File: config.mk
export PLATFORM = sky130hd
export DESIGN_NAME = encoder_rr_arbiter_flat
export DESIGN_NICKNAME = d
export VERILOG_FILES = /design/src/rtl/encoder_rr_arbiter_if.sv /design/src/rtl/encoder_rr_arbiter.sv /design/src/flat_wrapper.sv
export SDC_FILE = /design/constraint.sdc
export NUM_CORES = 1
export LEC_CHECK = 0
export CAP_MARGIN = 20
export CORE_MARGIN = 4
export CORE_UTILIZATION = 51
export DETAILED_ROUTE_END_ITERATION = 12
export PLACE_DENSITY = 0.76
export SYNTH_ARGS = -nofsm -noshare
export SYNTH_HDL_FRONTEND = slang
export SYNTH_SLANG_ARGS = --single-unit
export TNS_END_PERCENT = 30
File: constraint.sdc
create_clock -name clk -period 2.7 [get_ports clk]
set_clock_uncertainty 0.05 [all_clocks]
set_input_delay 0.54 -clock clk [delete_from_list [all_inputs] [get_ports clk]]
set_output_delay 0.54 -clock clk [all_outputs]
set_load 0.02 [all_outputs]
File: src/rtl/encoder_rr_arbiter_if.sv
// Request/grant bundle between the eight requesters and the encoder arbiter.
// gnt is one-hot (encoder input format); gnt_id is its binary index (encoder output format).
interface encoder_rr_arbiter_if;
   logic [7:0] req;
   logic [7:0] gnt;
   logic [2:0] gnt_id;
   logic       gnt_valid;
   logic       timeout;

   modport master (
      output req,
      input  gnt, gnt_id, gnt_valid, timeout
   );

   modport slave (
      input  req,
      output gnt, gnt_id, gnt_valid, timeout
   );
endinterface

File: src/rtl/encoder_rr_arbiter.sv
// Round-robin arbiter for the shared 8-input encoder path, with an optional hold timeout.
// Every output is registered; a grant is always followed by at least one IDLE cycle.
module encoder_rr_arbiter #(
   parameter int MAX_HOLD = 16
) (
   input logic                 clk,
   input logic                 rst_n,
   encoder_rr_arbiter_if.slave bus
);
   localparam int HW        = (MAX_HOLD > 2) ? $clog2(MAX_HOLD) : 1;
   localparam int HOLD_LAST = (MAX_HOLD > 0) ? MAX_HOLD - 1 : 0;

   typedef enum logic {IDLE, GRANT} state_t;

   state_t        state, state_nxt;
   logic [7:0]    gnt, gnt_nxt;
   logic [2:0]    gnt_id, gnt_id_nxt;
   logic          gnt_valid, gnt_valid_nxt;
   logic          timeout, timeout_nxt;
   logic [2:0]    ptr, ptr_nxt;
   logic [HW-1:0] hold, hold_nxt;

   logic [2:0]    sel;
   logic          others, rel_normal, rel_force;

   // Rotating scan: first set bit at ptr, ptr+1, ... wrapping modulo 8.
   always_comb begin
      logic [2:0] idx;
      logic       found;
      sel   = '0;
      idx   = '0;
      found = 1'b0;
      for (int k = 0; k < 8; k++) begin
         idx = ptr + 3'(k);
         if (!found && bus.req[idx]) begin
            sel   = idx;
            found = 1'b1;
         end
      end
   end

   // Normal release wins over a forced one, so timeout only flags a real revocation.
   assign others     = |(bus.req & ~gnt);
   assign rel_normal = !bus.req[gnt_id];
   assign rel_force  = (MAX_HOLD != 0) && (hold == HW'(HOLD_LAST)) && others && !rel_normal;

   always_ff @(posedge clk or negedge rst_n) begin
      if (!rst_n) begin
         state     <= IDLE;
         gnt       <= '0;
         gnt_id    <= '0;
         gnt_valid <= 1'b0;
         timeout   <= 1'b0;
         ptr       <= '0;
         hold      <= '0;
      end else begin
         state     <= state_nxt;
         gnt       <= gnt_nxt;
         gnt_id    <= gnt_id_nxt;
         gnt_valid <= gnt_valid_nxt;
         timeout   <= timeout_nxt;
         ptr       <= ptr_nxt;
         hold      <= hold_nxt;
      end
   end

   always_comb begin
      state_nxt = state;
      case (state)
         IDLE:    if (|bus.req) state_nxt = GRANT;
         GRANT:   if (rel_normal || rel_force) state_nxt = IDLE;
         default: state_nxt = IDLE;
      endcase
   end

   always_comb begin
      gnt_nxt       = gnt;
      gnt_id_nxt    = gnt_id;
      gnt_valid_nxt = gnt_valid;
      timeout_nxt   = 1'b0;
      ptr_nxt       = ptr;
      hold_nxt      = hold;
      case (state)
         IDLE: begin
            gnt_nxt       = '0;
            gnt_valid_nxt = 1'b0;
            if (|bus.req) begin
               gnt_nxt       = 8'(1) << sel;
               gnt_id_nxt    = sel;
               gnt_valid_nxt = 1'b1;
               hold_nxt      = '0;
            end
         end
         GRANT: begin
            if (rel_normal || rel_force) begin
               gnt_nxt       = '0;
               gnt_valid_nxt = 1'b0;
               ptr_nxt       = gnt_id + 3'd1;
               timeout_nxt   = rel_force;
            end else if (hold != HW'(HOLD_LAST)) begin
               hold_nxt = hold + HW'(1);
            end
         end
         default: begin
            gnt_nxt       = '0;
            gnt_valid_nxt = 1'b0;
         end
      endcase
   end

   assign bus.gnt       = gnt;
   assign bus.gnt_id    = gnt_id;
   assign bus.gnt_valid = gnt_valid;
   assign bus.timeout   = timeout;
endmodule

File: src/flat_wrapper.sv
// flat-port wrapper written by rule: the top's interface ports become plain ports
module encoder_rr_arbiter_flat 
#(
   parameter int MAX_HOLD = 16
)
  (clk, rst_n, bus_req, bus_gnt, bus_gnt_id, bus_gnt_valid, bus_timeout);
  encoder_rr_arbiter_if bus_i ();
  input logic clk;
  input logic rst_n;
  input wire logic [$bits(bus_i.req)-1:0] bus_req;
  output wire logic [$bits(bus_i.gnt)-1:0] bus_gnt;
  output wire logic [$bits(bus_i.gnt_id)-1:0] bus_gnt_id;
  output wire logic [$bits(bus_i.gnt_valid)-1:0] bus_gnt_valid;
  output wire logic [$bits(bus_i.timeout)-1:0] bus_timeout;
  assign bus_i.req = bus_req;
  assign bus_gnt = bus_i.gnt;
  assign bus_gnt_id = bus_i.gnt_id;
  assign bus_gnt_valid = bus_i.gnt_valid;
  assign bus_timeout = bus_i.timeout;
  encoder_rr_arbiter #(.MAX_HOLD(MAX_HOLD)) u_core (.clk(clk), .rst_n(rst_n), .bus(bus_i));
endmodule
Word-level counts from Yosys, hierarchy flattened. Cells that the tools add are included.

Bits in registers: 21. Latch bits: 0. Bits in writable memories: 0. ROM bits: 0. Input port bits: 10. Output and inout port bits: 13. Logic and storage cells: 105. Memories: 0.

Add/subtract/negate cells: 9. Multiply operators: 0. Div/mod/pow operators: 0. Magnitude comparators: 9. Equality and inequality tests: 6. Shift-type cells: 1. Muxes and demuxes: 47. Bitwise gates (word level): 3. Reductions and logical operators: 23.

Operators with widths (count): 3-bit by 4-bit < comparator with 1-bit output (second input constant) (9); 1-bit binary-select mux with 3-bit select (9); 3-bit 2-to-1 mux (8); 1-bit 2-to-1 mux (21); 8-bit 2-to-1 mux (2); 8-bit case mux with 2 select lines (1); 8-bit OR reduction (2); 3-bit adder (second input constant) (4); 4-bit 2-to-1 mux (3); 1-bit logical AND (9); 8-bit bitwise AND (1); 1-bit logical NOT (8); 8-bit inverter (1); 4-bit case mux with 2 select lines (1); 1-bit by 3-bit << shifter with 8-bit output (first input constant) (1); 3-bit by 1-bit adder with 3-bit output (second input constant) (2); 3-bit by 2-bit adder with 3-bit output (second input constant) (2); 2-bit inequality test (second input constant) (3); 4-bit by 1-bit adder with 4-bit output (second input constant) (1); 4-bit == test (second input constant) (1); 4-bit inequality test (second input constant) (1); 1-bit case mux with 2 select lines (2); 2-bit AND reduction (2); 3-bit AND reduction (1); 3 further kinds (3).

Depth between registers and ports, before layout. Gate-level depths: netlist of the first run.

Depth after elaboration: 27. Gate-level depth with buffers: 13. Gate-level depth less buffers: 10.

Worst setup path after synthesis of the first run. OpenSTA, ideal clock, no wires.

Path kind: flip-flop to flip-flop. Start: register u_core.ptr[0]. End: register u_core.gnt[0], in the netlist u_core.bus.gnt[0]. Setup time: 0.121 ns. Arrival time: 2.784 ns. Required time: 2.529 ns. Slack: -0.255 ns. Cell stages (with the launch flop): 14. Buffers on the path: 3. Period minus slack after synthesis: 2.955 ns. Cells stage by stage: dfrtp_1 -> buf_6 -> buf_12 -> inv_1 -> ha_1 -> buf_2 -> mux4_2 -> nor2_1 -> mux4_2 -> and3_4 -> nand3_1 -> a32oi_4 -> nor2_1 -> a22o_1.

Cells in the longest elaborated chain, start to end: 27. Elaborated cells between the ends (all ways): 55. Those cells by class: 7 x add/sub; 1 x shift; 33 x mux; 14 x reduce/logical.

RTL lines: start, declared (RTL line encoder_rr_arbiter.sv:20) `logic [2:0] ptr, ptr_nxt;`; start signal, assigned (RTL line encoder_rr_arbiter.sv:62) `ptr <= ptr_nxt;`; branches (longest 23 deep; another with 3-bit by 1-bit adder with 3-bit output); 3-bit 2-to-1 mux * (RTL line encoder_rr_arbiter.sv:35) `if (!found && bus.req[idx]) begin`; 1-bit by 3-bit << shifter with 8-bit output * (RTL line encoder_rr_arbiter.sv:88) `gnt_nxt = 8'(1) << sel;`; 8-bit 2-to-1 mux * (RTL line encoder_rr_arbiter.sv:87) `if (|bus.req) begin`; 8-bit case mux with 2 select lines * (RTL line encoder_rr_arbiter.sv:83) `case (state)`; end signal, assigned (RTL line encoder_rr_arbiter.sv:58) `gnt <= gnt_nxt;`; end, declared (RTL line encoder_rr_arbiter.sv:16) `logic [7:0] gnt, gnt_nxt;`.

Every way passes the cells marked *. The select of a mux whose other input is x is not followed. A chain may end at the register's enable or synchronous reset.

Final worst setup path of the first run.
Start: register u_core.ptr[2]. End: register u_core.gnt[3], in the netlist u_core.bus.gnt[3].

The elaborated chain is that of the path after synthesis.

==> results of run 1 <==
## through the flow
stage	instance area (um^2)	worst slack [ns]	util (%)
3_3_place_gp	2620	-0.430	68.9
2_1_floorplan	2100	-0.0985	-
6_report	2760	-0.00671	72.7
4_1_cts	2670	0.0177	70.2
5_1_grt	2760	-0.109	72.7
3_5_place_dp	2620	-0.472	68.9
## routing by layer
metal | GRT usage [%] | share of wire (%) | vias to the layer above
met1 | 31.6 | 43 | 946
met4 | 2.30 | 0.92 | 0
met5 | 0 | 0 | -
met3 | 3.79 | 6.8 | 8
met2 | 37.1 | 49 | 91
li1 | - | - | 881
## worst paths after layout
check	start	to	slack, ns	cells after the start
worst max-delay path	u_core.ptr[2]	u_core.bus.gnt[3]	-0.007	8
worst min-delay path	u_core.bus.gnt_valid	u_core.bus.gnt_valid	0.44	1
worst max register to register	u_core.ptr[2]	u_core.bus.gnt[3]	-0.007	8
worst min register to register	u_core.bus.gnt_valid	u_core.bus.gnt_valid	0.44	1
max in group asynchronous	rst_n	u_core.ptr[0]	1.79	2
min in group asynchronous	rst_n	u_core.bus.gnt[4]	0.57	2
## worst max-delay path, cell delays in order (launching register included)
cell and delay, ns:
dfrtp_1 0.61, mux4_2 0.60, mux2i_2 0.25, and2_4 0.21, and3_4 0.25, nand3_4 0.09
a32oi_4 0.27, nor2_1 0.10, a22o_1 0.18
## repair_timing
item | in CTS | in global routing
pin swaps | 1 | 2
setup buffers | 1 | 4
hold endpoints to repair | 0 | 0
resized for setup | 11 | 12
setup endpoints to repair | 14 | 10
## cells in the final DEF (no fill, tap or decap), types with 7 or more instances in the layout
master,Yosys,layout
clkdlybuf4s50_1,0,14
nor2_1,13,12
inv_1,16,15
mux4_2,18,19
o21ai_0,9,9
dlygate4sd2_1,0,8
a21oi_1,7,7
mux2i_1,10,10
buf_4,0,46
nand2_1,20,20
dfrtp_1,21,19
## cells by family after synthesis
kind of cell | count (synthesis) | synth area share, %
buf+inv | 32 | 7.79
flops | 21 | 25.4
xor+xnor | 4 | 2.05
mux | 37 | 30.9
simple gates | 54 | 13.2
compound gates | 52 | 18.4
fa+ha+maj | 4 | 2.42
## Yosys cell counts, drive strengths merged (2+ instances only)
library cell  count
dfrtp            21
a211oi            3
buf              11
a32oi             2
mux2              7
and3              2
o21ai            16
a21oi             8
and2              3
a21o              4
o22ai             4
xnor2             3
clkbuf            5
nor2             13
ha                4
mux4             19
a21boi            2
a32o              2
inv              16
nor4              2
mux2i            11
a22o              4
nand3             4
nand2            20
## cell type report
class	count	area, um^2	area share, %
clock buffer	3	41.3	1.50
clock inverter	1	5.00	0.181
inverter	16	65.1	2.36
multi-input combinational	151	1460	53.0
sequential	21	528	19.1
tap	48	60.1	2.17
timing repair buffer	71	598	21.7
## flip-flops by register name, indices dropped and copies added (netlist names)
signal,flops
u_core.bus.timeout,1
u_core.bus.gnt_id,3
u_core.bus.gnt_valid,1
u_core.ptr,3
u_core.state,1
u_core.hold,4
u_core.bus.gnt,8
## power by group
part	internal, mW	leakage (nW)	total [mW]	switching, mW
sequential	0.433	0.272	0.590	0.157
combinational	1.71	0.924	3.28	1.58
clock	0.103	0.0255	0.202	0.0998
==> results.cfg, run 1 <==
[global_route]
first_global_vias = 1918
grt_pass1_wl_mm = 9.14
grt_overflow = 0
grt_usage_pct = 22.3
grt_max_degree = 22
grt_antenna_before_repair = 0

[timing]
maxSlewViolCount = 0
rsz0062_at_grt = true
period_share_pct = 100
setup_viol = 2
fin_crit_ns = 2.71
max_freq_ghz = 0.369
setup_ws_ns = -0.00671
hold_slack_ns = 0.439
hold_viol = 0
worst_pin_slew_ns = 0.554
fin_tns_setup_ns = -0.00945
relSlewSlack_pct = 62.6

[routing]
wirelength_mm = 5.63
drt-vias-per-instance = 6.19
antenna_left = 0
avgRoutedWirePerCell_um = 18.1
via_count = 1926
drc = 0
first_iter_violations = 200
drt_first_pass_iters = 5

[clock_tree]
cts_tree = yes
clkLatencyLatePin_ns = 0.26
hold_buffers = 0
clk_pin_slew_ns = 0.08
cts_root_buf = clkbuf_8
clock_path_buffers = 2
htree_levels = 1
clkSinkCount = 21
numCtsBuffers = 3

[cells_and_area]
diodes = 0
areaGrowthSynthToFinish_pct = 33.3
drive_above_1_share_pct = 39.5
nets = 278
stdcell_count = 311
fillers = 275

[pwr]
leakage_nw = 1.22
powerDensity_mw_per_mm2 = 1480
peakVddDrop_mv = 1.14
p_total_mw = 4.08

[job]
max_cap_viol_count = 0

[synth]
synth.avg_cell_area_um2 = 10.2
ys_types = 55
synth_area_leader_cell = dfrtp_1
async_reset_ff_share_pct = 100
synth_edf_count = 0
synth_area_mm2 = 0.00207
syn-num-nets = 218
synth_top_area_share_pct = 25.4
synth_ff_type = dfrtp_1
ys_warn_count = 0
synth.area.top_cells = dfrtp_1 (25%), mux4_2 (20%), mux2i_1 (4.8%)
synth_seq_area_share_pct = 25.4
yosys_register_bits = 21
synthCells = 204

[die]
rows = 22
fp.dieH_um = 71.7
io_pins = 23
initial_core_util_pct = 54.5
core_area_mm2 = 0.00380
die-area_mm2 = 0.00515
die_w_um = 71.7

[place]
dp_hpwl_mm = 4.18
place.gp.congestion = 0.896
dp_cells = 302
io_buffers = 22

[worst_setup_path]
cp_max_fo = 5
worstSetupStartpointType = flop
crit_required_ns = 2.80
setup.worst_path.end_class = flop
cp.arrival_ns = 2.81
critPathKind = flop to flop

[run_status]
violations = negative setup slack
outcome = complete, but fails checks

[min_path]
holdCritPathClass = flop to flop
(Power assumes the default switching activity.)
==> inputs of run 2 (changes only) <==
--- a/config.mk
+++ b/config.mk
@@ -7,9 +7,9 @@
 export LEC_CHECK = 0
 export CAP_MARGIN = 20
 export CORE_MARGIN = 4
-export CORE_UTILIZATION = 51
+export CORE_UTILIZATION = 57
 export DETAILED_ROUTE_END_ITERATION = 12
-export PLACE_DENSITY = 0.76
+export PLACE_DENSITY = 0.81
 export SYNTH_ARGS = -nofsm -noshare
 export SYNTH_HDL_FRONTEND = slang
 export SYNTH_SLANG_ARGS = --single-unit
==> constraint.sdc (replaced) <==
create_clock -name clk -period 3.1 [get_ports clk]
set_clock_uncertainty 0.05 [all_clocks]
set_input_delay 0.62 -clock clk [delete_from_list [all_inputs] [get_ports clk]]
set_output_delay 0.62 -clock clk [all_outputs]
set_load 0.02 [all_outputs]
==> run 2 against run 1 <==
  * The flow now finishes without violations
  * Combinational power fell by 23%
  * Register-to-register slack better by 0.23 ns
  * Via count fell by 2.4%
  * First-iteration DRC count down 19%
  * Worst hold slack lost 0.0016 ns
  * Core utilization up 1.4 points
  * Largest cell class unchanged
==> results.cfg, run 2 (synthesis gave the netlist of run 1 again) <==
[run_status]
outcome = finished clean

[worst_setup_path]
setup.worst_path.end_class = flop
critPathKind = input port to flop
crit_required_ns = 3.25
crit_path_top_delay_cell = clkdlybuf4s50_1
worstSetupStartpointType = input port
cpPeakStageDelay_ns = 0.66
cp_cell_sequence = clkdlybuf4s50_1 -> mux4_1 -> nor2_1 -> mux4_2 -> and3_4 -> buf_12 -> a32oi_4 -> nor2_1 -> a22o_1
cp.arrival_ns = 3.09
cp_max_fo = 10
path_common_cell = nor2_1

[cells_and_area]
top_register = u_core.bus.gnt
final_common_cell = buf_4
final_cell_mix = buf_4 (30), clkdlybuf4s50_1 (21), dfrtp_1 (21)
reg_top3 = u_core.bus.gnt x8, u_core.hold x4
areaGrowthSynthToFinish_pct = 22.2
largest_reg_flops = 8
diodes = 0
nets = 260
drive_above_1_share_pct = 29.8

[routing]
antenna_left = 0
first_iter_violations = 163
via_count = 1880
wirelength_mm = 5.29
avgRoutedWirePerCell_um = 18.2
drc = 0
drt_first_pass_iters = 4
drt-vias-per-instance = 6.46

[die]
rows = 21
fp.dieH_um = 68.3
io_pins = 23
core_area_mm2 = 0.00342
initial_core_util_pct = 60.7
die-area_mm2 = 0.00466
die_w_um = 68.3

[timing]
max_freq_ghz = 0.340
fin_crit_ns = 2.94
relSlewSlack_pct = 38.7
setup_viol = 0
rsz0062_at_grt = false
worst_pin_slew_ns = 0.917
maxSlewViolCount = 0
hold_viol = 0
setup_ws_ns = 0.160
period_share_pct = 94.9

[global_route]
grt_max_degree = 22
grt_usage_pct = 24.9
grt_antenna_before_repair = 0
grt_overflow = 0
grt_pass1_wl_mm = 8.76
first_global_vias = 1855

[clock_tree]
clk_pin_slew_ns = 0.11
clkSinkCount = 21
cts_root_buf = clkbuf_4
htree_levels = 1
cts_tree = yes
clkLatencyLatePin_ns = 0.30
numCtsBuffers = 3
clock_path_buffers = 2

[place]
post-place-ws_ns = -0.186
io_buffers = 22
place.gp.congestion = 0.920
dp_hpwl_mm = 4.20

[pwr]
powerDensity_mw_per_mm2 = 1250
peakVddDrop_mv = 0.637
p_total_mw = 3.17
leakage_nw = 1.11

[min_path]
holdCritPathClass = flop to flop

[job]
max_cap_viol_count = 0
## run 2: changes by cell type in the layout (fill, tap and decap cells not counted), sizes merged
cell and delta:
buf -18, clkbuf +1, clkdlybuf4s50 +7, clkinv -1, dlygate4sd2 -8, dlymetal6s2s +1
## run 2: repair_timing
action	in CTS	in global routing
buffers inserted	0	0
hold buffers	0	0
gates resized for setup	0	3
setup endpoints to repair	0	11
## run 2: routing by layer
metal / part of all wire (%) / up-vias / global-route usage (%)
met5: 0 / - / 0
met4: 1.9 / 0 / 6.20
met3: 6.8 / 14 / 5.09
met2: 50 / 92 / 39.5
met1: 41 / 927 / 35.0
li1: - / 847 / -
## run 2: layout make-up
cell class | instances | area (um^2)
inverter | 16 | 60.1
fill | 223 | 883
timing repair buffer | 53 | 468
tap | 46 | 57.6
sequential | 21 | 526
clock buffer | 4 | 26.3
multi-input combinational | 151 | 1400
## run 2: worst paths after layout
kind	end	startpoint	slack, ns	depth (start not counted)
min in group asynchronous	u_core.bus.gnt[2]	rst_n	0.77	1
worst max register to register	u_core.bus.gnt[2]	u_core.ptr[0]	0.22	10
worst min register to register	u_core.bus.gnt_valid	u_core.bus.gnt_valid	0.44	1
max in group asynchronous	u_core.ptr[0]	rst_n	1.67	1
worst min-delay path	u_core.bus.gnt_valid	u_core.bus.gnt_valid	0.44	1
worst max-delay path	u_core.bus.gnt[2]	bus_req[2]	0.16	9
## run 2: worst max-delay path, delay by kind of cell
family                 cells  cell delay, ns
AO/OA/AOI/OAI              2            0.47
multiplexers               2            0.87
AND/OR/NAND/NOR            3            0.36
buffers and inverters      2            0.78
## run 2: where the power goes
part,internal [mW],total (mW),leakage [nW],switching (mW)
Clock,0.0501,0.128,0.0150,0.0780
Sequential,0.374,0.507,0.274,0.133
Combinational,1.28,2.53,0.820,1.25
Total,1.71,3.17,1.11,1.46
## run 2: per-stage QoR
step	hold slack (ns)	util, %	instance area (um^2)	std cells	TNS, ns
final	0.438	74.1	2530	291	0
after global routing	0.470	74.1	2530	291	0
after CTS	0.440	73.8	2520	291	0
after detailed placement	0.416	73.0	2490	287	-2.03
after global placement	0.411	73.0	2490	287	-0.799
after floorplan	0.274	-	2070	204	0
